**src/rtl/usb_serial_echo_buf_pkg.sv**
```systemverilog
// Shared constants for the USB serial byte-stream stage and its FIFO.
package usb_serial_echo_buf_pkg;

  localparam logic MODE_LOOPBACK = 1'b0;
  localparam logic MODE_PATTERN  = 1'b1;

  localparam int DROP_CNT_W = 16;
  localparam logic [DROP_CNT_W-1:0] DROP_CNT_MAX = {DROP_CNT_W{1'b1}};

  // Saturating increment for the dropped-byte counter.
  function automatic logic [DROP_CNT_W-1:0] sat_inc(input logic [DROP_CNT_W-1:0] v);
    return (v == DROP_CNT_MAX) ? v : v + 1'b1;
  endfunction

endpackage

```
**src/rtl/usb_sync_fifo.sv**
```systemverilog
// First-word-fall-through synchronous FIFO with wrap-bit pointers and a
// synchronous clear. Push/pop requests are qualified internally, so a push
// into a full FIFO is only accepted when a pop frees the slot in the same cycle.
module usb_sync_fifo #(
  parameter int DEPTH_LOG2 = 6,
  parameter int WIDTH      = 8
) (
  input  logic                  clk,
  input  logic                  rstn,
  input  logic                  clear,
  input  logic                  push,
  input  logic                  pop,
  input  logic [WIDTH-1:0]      wdata,
  output logic [WIDTH-1:0]      rdata,
  output logic                  full,
  output logic                  empty,
  output logic [DEPTH_LOG2:0]   level
);

  localparam int DEPTH = 1 << DEPTH_LOG2;

  logic [WIDTH-1:0]    mem [DEPTH];
  logic [DEPTH_LOG2:0] wr_ptr;
  logic [DEPTH_LOG2:0] rd_ptr;
  logic                do_push;
  logic                do_pop;

  assign empty   = (wr_ptr == rd_ptr);
  assign full    = (wr_ptr[DEPTH_LOG2] != rd_ptr[DEPTH_LOG2]) &&
                   (wr_ptr[DEPTH_LOG2-1:0] == rd_ptr[DEPTH_LOG2-1:0]);
  assign level   = wr_ptr - rd_ptr;
  assign rdata   = mem[rd_ptr[DEPTH_LOG2-1:0]];
  assign do_pop  = pop & ~clear & ~empty;
  assign do_push = push & ~clear & (~full | do_pop);

  // Storage write; contents need no reset because the pointers define validity.
  always_ff @(posedge clk) begin
    if (do_push) mem[wr_ptr[DEPTH_LOG2-1:0]] <= wdata;
  end

  // Pointer update; both wrap modulo 2**(DEPTH_LOG2+1).
  always_ff @(posedge clk) begin
    if (!rstn || clear) begin
      wr_ptr <= '0;
      rd_ptr <= '0;
    end else begin
      if (do_push) wr_ptr <= wr_ptr + 1'b1;
      if (do_pop)  rd_ptr <= rd_ptr + 1'b1;
    end
  end

endmodule

```
**src/rtl/usb_serial_echo_buf.sv**
```systemverilog
// Application-side byte stage: echoes received bytes through a FIFO in
// LOOPBACK mode, or sources an incrementing byte stream in PATTERN mode.
// Handshake: a byte moves when send_valid & send_ready are both high at a
// posedge; send_valid/send_data come from registered state only and hold
// steady while send_ready is low. recv_valid is a strobe with no backpressure.
module usb_serial_echo_buf
  import usb_serial_echo_buf_pkg::*;
#(
  parameter int         DEPTH_LOG2    = 6,
  parameter logic [7:0] PATTERN_START = 8'h00
) (
  input  logic                  clk,
  input  logic                  rstn,
  input  logic                  usb_rstn,
  input  logic                  mode,
  input  logic [7:0]            recv_data,
  input  logic                  recv_valid,
  output logic [7:0]            send_data,
  output logic                  send_valid,
  input  logic                  send_ready,
  output logic [DEPTH_LOG2:0]   level,
  output logic                  overflow,
  output logic [DROP_CNT_W-1:0] drop_count,
  input  logic                  clear_stats
);

  logic       mode_q;
  logic       flush;
  logic       loopback;
  logic       fire;
  logic       fifo_push;
  logic       fifo_pop;
  logic       fifo_clear;
  logic       fifo_full;
  logic       fifo_empty;
  logic [7:0] fifo_rdata;
  logic       drop;
  logic [7:0] pat_cnt;
  logic       pat_valid;

  // A bus reset or any mode change empties the stage and restarts the pattern.
  assign flush      = ~usb_rstn | (mode != mode_q);
  assign loopback   = (mode_q == MODE_LOOPBACK);
  assign fire       = send_valid & send_ready;
  assign fifo_pop   = loopback & fire & ~flush;
  assign fifo_push  = loopback & recv_valid & ~flush;
  assign fifo_clear = flush | ~loopback;
  assign drop       = loopback & recv_valid & ~flush & fifo_full & ~fifo_pop;

  usb_sync_fifo #(
    .DEPTH_LOG2 (DEPTH_LOG2),
    .WIDTH      (8)
  ) u_fifo (
    .clk   (clk),
    .rstn  (rstn),
    .clear (fifo_clear),
    .push  (fifo_push),
    .pop   (fifo_pop),
    .wdata (recv_data),
    .rdata (fifo_rdata),
    .full  (fifo_full),
    .empty (fifo_empty),
    .level (level)
  );

  // Empty FIFO presents 0 so send_data is defined after reset.
  assign send_valid = loopback ? ~fifo_empty : pat_valid;
  assign send_data  = loopback ? (fifo_empty ? 8'h00 : fifo_rdata) : pat_cnt;

  // Registered copy of mode used to detect mode changes.
  always_ff @(posedge clk) begin
    if (!rstn) mode_q <= MODE_LOOPBACK;
    else       mode_q <= mode;
  end

  // Pattern source: valid rises one cycle after a clean, non-flushing cycle.
  always_ff @(posedge clk) begin
    if (!rstn) begin
      pat_cnt   <= PATTERN_START;
      pat_valid <= 1'b0;
    end else begin
      pat_valid <= usb_rstn & ~flush & (mode_q == MODE_PATTERN);
      if (flush)                pat_cnt <= PATTERN_START;
      else if (!loopback && fire) pat_cnt <= pat_cnt + 1'b1;
    end
  end

  // Drop statistics; clear_stats wins over a same-cycle drop.
  always_ff @(posedge clk) begin
    if (!rstn || clear_stats) begin
      overflow   <= 1'b0;
      drop_count <= '0;
    end else if (drop) begin
      overflow   <= 1'b1;
      drop_count <= sat_inc(drop_count);
    end
  end

endmodule

```
**config.mk**
```make
export PLATFORM = sky130hd
export DESIGN_NAME = usb_serial_echo_buf
export DESIGN_NICKNAME = d
export VERILOG_FILES = /design/src/rtl/usb_serial_echo_buf_pkg.sv /design/src/rtl/usb_sync_fifo.sv /design/src/rtl/usb_serial_echo_buf.sv
export SDC_FILE = /design/constraint.sdc
export NUM_CORES = 1
export LEC_CHECK = 0
export CAP_MARGIN = 20
export CELL_PAD_IN_SITES_DETAIL_PLACEMENT = 1
export CELL_PAD_IN_SITES_GLOBAL_PLACEMENT = 2
export CORE_UTILIZATION = 35
export DETAILED_ROUTE_END_ITERATION = 7
export MAX_ROUTING_LAYER = met4
export PLACE_DENSITY = 0.57
export REMOVE_ABC_BUFFERS = 1
export SYNTH_ARGS = -nofsm -noshare
export SYNTH_HDL_FRONTEND = slang
export SYNTH_SLANG_ARGS = --single-unit
```
**constraint.sdc**
```tcl
create_clock -name clk -period 3.2 [get_ports clk]
set_input_delay 0.64 -clock clk [delete_from_list [all_inputs] [get_ports clk]]
set_output_delay 0.64 -clock clk [all_outputs]
set_load 0.01 [all_outputs]
```
# Word level (Yosys, flattened, before mapping)
# Memories as Yosys holds them, arrays and structs flattened. A register that Yosys moved wholly into a read port is not among the register bits.
# Index checks and enable logic that the tools add are counted.
[classes]
add_sub_neg = 5
n_eq_ne = 5
mux = 7
bitwise = 25
n_reduce_logical = 7
[op_table]
columns = ["operator", "n"]
rows = [
  ["$add A16 B1 Y16 const B", 1],
  ["$eq A16 B16 Y1 const B", 1],
  ["$mux W8", 2],
  ["$add A7 B1 Y7 const B", 2],
  ["$and A1 B1 Y1", 13],
  ["$mux W6", 2],
  ["$not A1 Y1", 9],
  ["$add A8 B1 Y8 const B", 1],
  ["$eq A7 B7 Y1", 1],
  ["$sub A7 B7 Y7", 1],
  ["$eq A6 B6 Y1", 1],
  ["$mux W1", 3],
  ["$or A1 B1 Y1", 3],
  ["$logic_and A1 B1 Y1", 2],
  ["$logic_or A1 B1 Y1", 2],
  ["$ne A1 B1 Y1", 2],
  ["$reduce_and A2 Y1", 1],
  ["$reduce_or A2 Y1", 1],
  ["$logic_not A1 Y1", 1],
]
[word_totals]
ff_bits = 41
ramBits = 512
in_bits = 15
out_inout_bits = 33
elab_cells = 57
mem_count = 1
[mem_list]
columns = ["memory", "words", "width", "rd", "rd_clocked_by_memory_dff", "write_ports", "line_no", "text"]
rows = [
  ["u_fifo.mem", 64, 8, 1, 1, 1, "usb_sync_fifo.sv:22", "logic [WIDTH-1:0] mem [DEPTH];"],
]

# Depth between registers and ports, before layout
# Gate-level depths: netlist of run 1.
[depth]
word_depth = 12
depth_mapped = 9
depth_no_buf = 9

# Modules after synthesis
# From an unflattened synthesis of run 1, not the netlist that was laid out.
[hier_totals]
cells_unflattened = 1199
hier_area_um2 = 22457.8
[by_module_without_submodules]
columns = ["mod", "instances", "cells_each", "area_per_inst_um2", "seq_area_each_um2"]
rows = [
  ["usb_sync_fifo", 1, 1032, 20952.6, 15775.1],
  ["usb_serial_echo_buf", 1, 167, 1505.2, 540.5],
]

# Least setup slack after synthesis of run 1
# Ideal clock, no wire load.
[synth_timing]
path_kind = "register to output"
start = "reg with a tool-made name"
end = "out send_data[2]"
arrival_ps = 1953
t_required_ps = 2560
path_slack_ps = 607
path_stages_with_launch = 8
path_buffers = 3
path_cell_list = "dfxtp_1 > buf_6 > buf_4 > buf_2 > mux4_2 > mux4_2 > a22oi_1 > o211ai_1"
[synth_lines]
columns = ["element", "line_no", "text"]
rows = [
  ["end: declaration", "usb_serial_echo_buf.sv:18", "output logic [7:0] send_data,"],
]

==> results_dict.tcl, run 1 <==
set metrics [dict create \
    h-tree-depth 2 \
    worstSetupEndpointType "primary output" \
    p_sw_w 0.00300 \
    critPathBufInv 4 \
    multi_input_area_um2 5750 \
    rrSetupSlack_ns 0.51 \
    wl_per_cell_um 26.4 \
    vias_per_cell 5.09 \
    synthArstFlopShare_pct 0 \
    grt_pass1_vias 12600 \
    hold_path.class "register to register" \
    outcome "finished with violations" \
    dieWidth_um 253 \
    core.rowCount 91 \
    root_buffer "clkbuf_16" \
    syn_area_um2 22100 \
    cp_num_cells 8 \
    synth_edf_count 512 \
    switching_share_pct 20.6 \
    period_share_pct 111 \
    die_y_um 253 \
    synth.distinct_cells 53 \
    ant_nets 0 \
    grt_pass1_wl_um 89100 \
    dr.pass1.iters 5 \
    clkSinkCount 559 \
    grt_overflow 0 \
    seq_power_share_pct 54.6 \
    layout-drive-gt1-share_pct 36.6 \
    fmax_mhz 281 \
    reg2reg_depth 10 \
    cts_buffer_depth 3 \
    synth_area_leaders "edfxtp_1 (69%), mux4_2 (14%), dfxtp_1 (4.3%), nor2_1 (2.0%), mux2i_1 (1.2%)" \
    vias 11700 \
    num_antenna_cells 0 \
    slowest_delay_ns 0.49 \
    wirelength_um 60800 \
    start_util_pct 35.7 \
    fin_setup_tns_ns -2.30 \
    critPathKind "register to primary output" \
    rsz0062_at_grt "true" \
    period_needed_ns 3.56 \
    drv_cap 0 \
    path_cells "buf_12 -> buf_12 -> buf_4 -> mux4_2 -> mux4_2 -> a22oi_2 -> o211ai_1 -> buf_2" \
    crit_required_ns 2.56 \
    grt_max_degree 49 \
    fillers 5891 \
    final_hold_viol_count 0 \
    power.total_w 0.0146 \
    slew_headroom_pct 34.0 \
    placed_cell_area_um2 25100 \
    ys.flop_type "edfxtp_1" \
    cp_slowest_cell "mux4_2" \
    final_area_um2 27600 \
    hold_ws_ns 0.480 \
    r2r_end "u_fifo.mem[62][3]$_DFFE_PP_" \
    worst_pin_slew_ns 0.990 \
    ys_seq_area_share_pct 73.7 \
    fin_nets 1445 \
    ir_worst_vdd_uv 438 \
    worst_slack_ns -0.364 \
    setup_viol 8 \
    area_delta_synth_final_pct 24.6 \
    r2r_start "u_fifo.rd_ptr[4]$_SDFFE_PP0N_" \
    leakagePower_nw 8.79 \
    coreArea_um2 62100 \
    violations "setup timing" \
    dp_hpwl_um 40400 \
    fin_worst_skew_ns 0.0241 \
    die_area_um2 64200 \
    track_usage_pct 20.1 \
    synthCells 1144 \
    clk_latency_ns 0.62 \
    cts_tree "yes" \
    pwr-share-comb_pct 1.3 \
    maxSlewViolCount 0 \
    synthTopCellsByCount "edfxtp_1 (512), mux4_2 (137), nor2_1 (115)" \
    clk_pin_slew_ns 0.06 \
    yosys.area.top_type "edfxtp_1" \
    avgSynthCellArea_um2 19.3 \
    pwr-share-clk_pct 44.1 \
    gp_congestion 0.885 \
    internal_power_w 0.0116 \
    crit_family "multiplexers" \
    seq_area_um2 16300 \
    yosysWarningCount 0 \
    synth.most_common_cell "edfxtp_1" \
    cellPowerDensity_nw_per_um2 529 \
    io_pins 48 \
    drc 0 \
    start_kind "register" \
    port_buffers 47 \
    critPathArrivalTime_ns 2.92 \
    cts_made_buffers 59 \
    drt_iter0_drc 838 \
    path_max_fanout 6 \
    synth_top_area_share_pct 69.5 \
    antenna_found_initial 1 \
    synth-seq-cells 559 \
    setup.worst_path.end "send_data[2]" \
]
-- cells in the final DEF (no fill, tap or decap), types with 15 or more instances in the layout --
cell / Yosys / routed
a22oi_2: 0 / 15
buf_12: 0 / 32
buf_2: 19 / 16
buf_4: 6 / 180
clkbuf_1: 18 / 15
clkbuf_16: 0 / 60
clkdlybuf4s50_1: 0 / 26
dfxtp_1: 47 / 38
edfxtp_1: 512 / 512
inv_1: 19 / 17
mux2i_1: 26 / 22
mux4_2: 137 / 137
nand2_1: 31 / 29
nor2_1: 115 / 114
xnor2_1: 27 / 27
-- worst reg2reg max path, cell delays in order, from the launching register on --
cell and delay (ns):
dfxtp_2 0.33, inv_1 0.07, ha_4 0.27, buf_4 0.13
nand4_1 0.20, o41ai_2 0.48, nor2_1 0.20, nand2_1 0.32
buf_12 0.18, nor2_1 0.05, buf_4 0.20
-- sequential cells by signal (all words and copies together), names as in the netlist, named ones only --
register       count
u_fifo.rd_ptr      7
overflow           1
pat_cnt            8
pat_valid          1
drop_count        16
u_fifo.wr_ptr      7
mode_q             1
u_fifo.mem       512
-- cell type report --
class	count	share of cell area (%)
inverters	20	0.272
repair buffers	269	9.27
flip-flops and latches	559	59.3
clock inverters	33	0.758
clock buffers	78	5.80
well taps	837	3.80
multi-input cells	510	20.8
-- what timing repair did --
| item | in CTS | in global routing |
|---|---|---|
| hold buffers | 0 | 0 |
| cloned | 3 | 0 |
| pin swaps | 18 | 20 |
| setup buffers | 26 | 6 |
| resized for setup | 110 | 29 |
| endpoints found under the setup margin | 13 | 11 |
-- how the worst min path moves through the flow --
| stage | from | end | slack [ns] | cells after the start |
|---|---|---|---|---|
| final | overflow$_SDFFE_PP0P_ | overflow$_SDFFE_PP0P_ | 0.48 | 2 |
| after global routing | overflow$_SDFFE_PP0P_ | overflow$_SDFFE_PP0P_ | 0.54 | 2 |
| after CTS | overflow$_SDFFE_PP0P_ | overflow$_SDFFE_PP0P_ | 0.48 | 2 |
| after detailed placement | overflow$_SDFFE_PP0P_ | overflow$_SDFFE_PP0P_ | 0.46 | 2 |
| after global placement | overflow$_SDFFE_PP0P_ | overflow$_SDFFE_PP0P_ | 0.46 | 2 |
| after floorplan | u_fifo.wr_ptr[2]$_SDFFE_PP0P_ | u_fifo.wr_ptr[2]$_SDFFE_PP0P_ | 0.48 | 2 |
-- through the flow --
stage | std cells | setup WS (ns) | util [%]
4_1_cts | 2304 | -0.380 | 44.3
3_3_place_gp | 2168 | -0.278 | 40.5
2_1_floorplan | 1089 | -3.11 | -
5_1_grt | 2306 | -0.414 | 44.4
3_5_place_dp | 2168 | -0.225 | 40.5
6_report | 2306 | -0.364 | 44.4
-- power groups by stage --
stage | clock network [W] | registers, W | logic [W]
2_1_floorplan | 0 | 0.00812 | 0.0000229
3_3_place_gp | 0 | 0.00812 | 0.000192
3_5_place_dp | 0 | 0.00812 | 0.000199
4_1_cts | 0.00662 | 0.00796 | 0.000199
5_1_grt | 0.00686 | 0.00796 | 0.000210
6_report | 0.00644 | 0.00796 | 0.000195
-- routing by layer --
| layer | GRT usage (%) | share of wire [%] |
|---|---|---|
| met1 | 27.7 | 45 |
| met2 | 31.2 | 48 |
| met3 | 3.18 | 4.7 |
| met4 | 5.39 | 2.3 |
| met5 | - | 0 |
-- logic make-up (layout without fill, tap and decap cells) --
group / Yosys count / after routing / share of synthesized area [%]
DFF: 559 / 559 / 73.7
and+or+nand+nor: 224 / 224 / 4.80
muxes: 165 / 165 / 15.2
buffers and inverters: 75 / 400 / 1.65
AOI/OAI and AO/OA: 73 / 73 / 2.45
xor gates and xnor gates: 37 / 37 / 1.50
adders and majority gates: 11 / 11 / 0.656
Power figures use the tool's default switching activity.
==> run 2, diff against run 1 <==
Settings changed: REMOVE_ABC_BUFFERS 1 to default.
==> results_dict.tcl, run 2 (synthesized netlist as in run 1, its figures left out) <==
set metrics [dict create \
    pwr-share-comb_pct 1.2 \
    crit_required_ns 2.56 \
    critPathKind "register to primary output" \
    cellPowerDensity_nw_per_um2 544 \
    root_buffer "clkbuf_16" \
    mostFrequentLayoutCell "edfxtp_1" \
    worst_slack_ns -0.344 \
    cp_slowest_cell "mux4_2" \
    drv_cap 0 \
    io_pins 48 \
    period_share_pct 111 \
    grt_max_degree 65 \
    final_cell_mix "edfxtp_1 (512), buf_4 (206), mux4_2 (137)" \
    wl_per_cell_um 25.7 \
    grt_pass1_vias 12600 \
    dp.cells 2171 \
    fillers 5903 \
    die_y_um 253 \
    pwr-share-clk_pct 46.2 \
    grt_pass1_wl_um 86800 \
    fin_nets 1469 \
    internal_power_w 0.0121 \
    fin_setup_tns_ns -2.43 \
    outcome "finished with violations" \
    reg2reg_depth 10 \
    hold_start "recv_data[2]" \
    track_usage_pct 19.4 \
    vias 11800 \
    gp_congestion 0.788 \
    critPathArrivalTime_ns 2.90 \
    fin_worst_skew_ns 0.0224 \
    largest_reg_flops 512 \
    cts_tree "yes" \
    slew_headroom_pct 28.8 \
    final_hold_viol_count 0 \
    dp_hpwl_um 38400 \
    grt_overflow 0 \
    setup_viol 8 \
    path_cells "buf_4 -> buf_12 -> buf_8 -> buf_4 -> mux4_2 -> mux2i_4 -> a22oi_2 -> a22oi_2 -> buf_4 -> nand2_2 -> buf_6" \
    leakagePower_nw 8.97 \
    ir_worst_vdd_uv 382 \
    h-tree-depth 2 \
    ant_nets 0 \
    area_delta_synth_final_pct 25.9 \
    cts_made_buffers 58 \
    path_common_cell "buf_4" \
    fmax_mhz 282 \
    coreArea_um2 62100 \
    num_antenna_cells 0 \
    port_buffers 47 \
    cts_buffer_depth 3 \
    clkSinkCount 559 \
    slowest_delay_ns 0.54 \
    drc 0 \
    die_area_um2 64200 \
    syn_nets 1170 \
    maxSlewViolCount 0 \
    p_sw_w 0.00301 \
    rsz0062_at_grt "true" \
    r2r_start "u_fifo.rd_ptr[4]$_SDFFE_PP0N_" \
    path_max_fanout 8 \
    period_needed_ns 3.54 \
    violations "setup timing" \
    hold_path.class "primary input to register" \
    worst_pin_slew_ns 1.07 \
    holdPathStages 1 \
    dr.pass1.iters 4 \
    cp_num_cells 11 \
    layout-drive-gt1-share_pct 37.9 \
    clk_pin_slew_ns 0.06 \
    core.rowCount 91 \
    critPathBufInv 6 \
    clk_latency_ns 0.62 \
    final_cells 2326 \
    start_kind "register" \
    wirelength_um 59800 \
    vias_per_cell 5.09 \
    crit_family "buffers and inverters" \
    antenna_found_initial 0 \
    dieWidth_um 253 \
    seq_power_share_pct 52.6 \
    drt_iter0_drc 804 \
    switching_share_pct 19.9 \
    worstSetupEndpointType "primary output" \
    start_util_pct 35.7 \
]
## run 2: area by class of cell
cell class	instances	area, um^2	share of cell area (%)
clock buffers	71	1540	5.53
clock inverters	35	423	1.52
inverters	20	75.1	0.269
multi-input cells	510	5760	20.7
flip-flops and latches	559	16300	58.6
well taps	837	1050	3.76
repair buffers	294	2680	9.61
## run 2: power groups by stage
stage	registers, W	logic (W)	clock network [W]
2_1_floorplan	0.00812	0.0000258	0
3_3_place_gp	0.00812	0.000178	0
3_5_place_dp	0.00812	0.000186	0
4_1_cts	0.00796	0.000187	0.00716
5_1_grt	0.00796	0.000202	0.00739
6_report	0.00796	0.000185	0.00700
## run 2: path summary, 6_finish.rpt
check	to	slack, ns
worst max-delay path	send_data[0]	-0.34
worst min register to register	overflow$_SDFFE_PP0P_	0.48
worst min-delay path	u_fifo.mem[26][2]$_DFFE_PP_	0.44
worst max register to register	u_fifo.mem[60][0]$_DFFE_PP_	0.51
## run 2: metrics by stage
stage          area, um^2  setup WS [ns]  hold WS (ns)  util [%]  power, W
2_1_floorplan       22100          0.607         0.479         -   0.00815
3_3_place_gp        25000         -0.241         0.463      40.3   0.00830
3_5_place_dp        25000         -0.283         0.463      40.3   0.00831
4_1_cts             27600         -0.394         0.486      44.4    0.0153
5_1_grt             27900         -0.443         0.414      44.9    0.0155
6_report            27900         -0.344         0.437      44.9    0.0151
## run 2: metal layers
layer	wire (um)	vias to the layer above	share of wire, %	track usage, %
met5	0	-	0	-
met4	889	0	1.5	3.95
li1	-	5221	-	-
met1	27800	6344	47	27.1
met3	2360	68	3.9	2.89
met2	28700	209	48	30.4
## run 2: timing repair
item | 4_1_cts | 5_1_grt
cloned | 4 | 2
pin swaps | 25 | 22
resized for setup | 112 | 27
setup endpoints to repair | 13 | 12
setup buffers | 28 | 16
hold buffers | 0 | 0
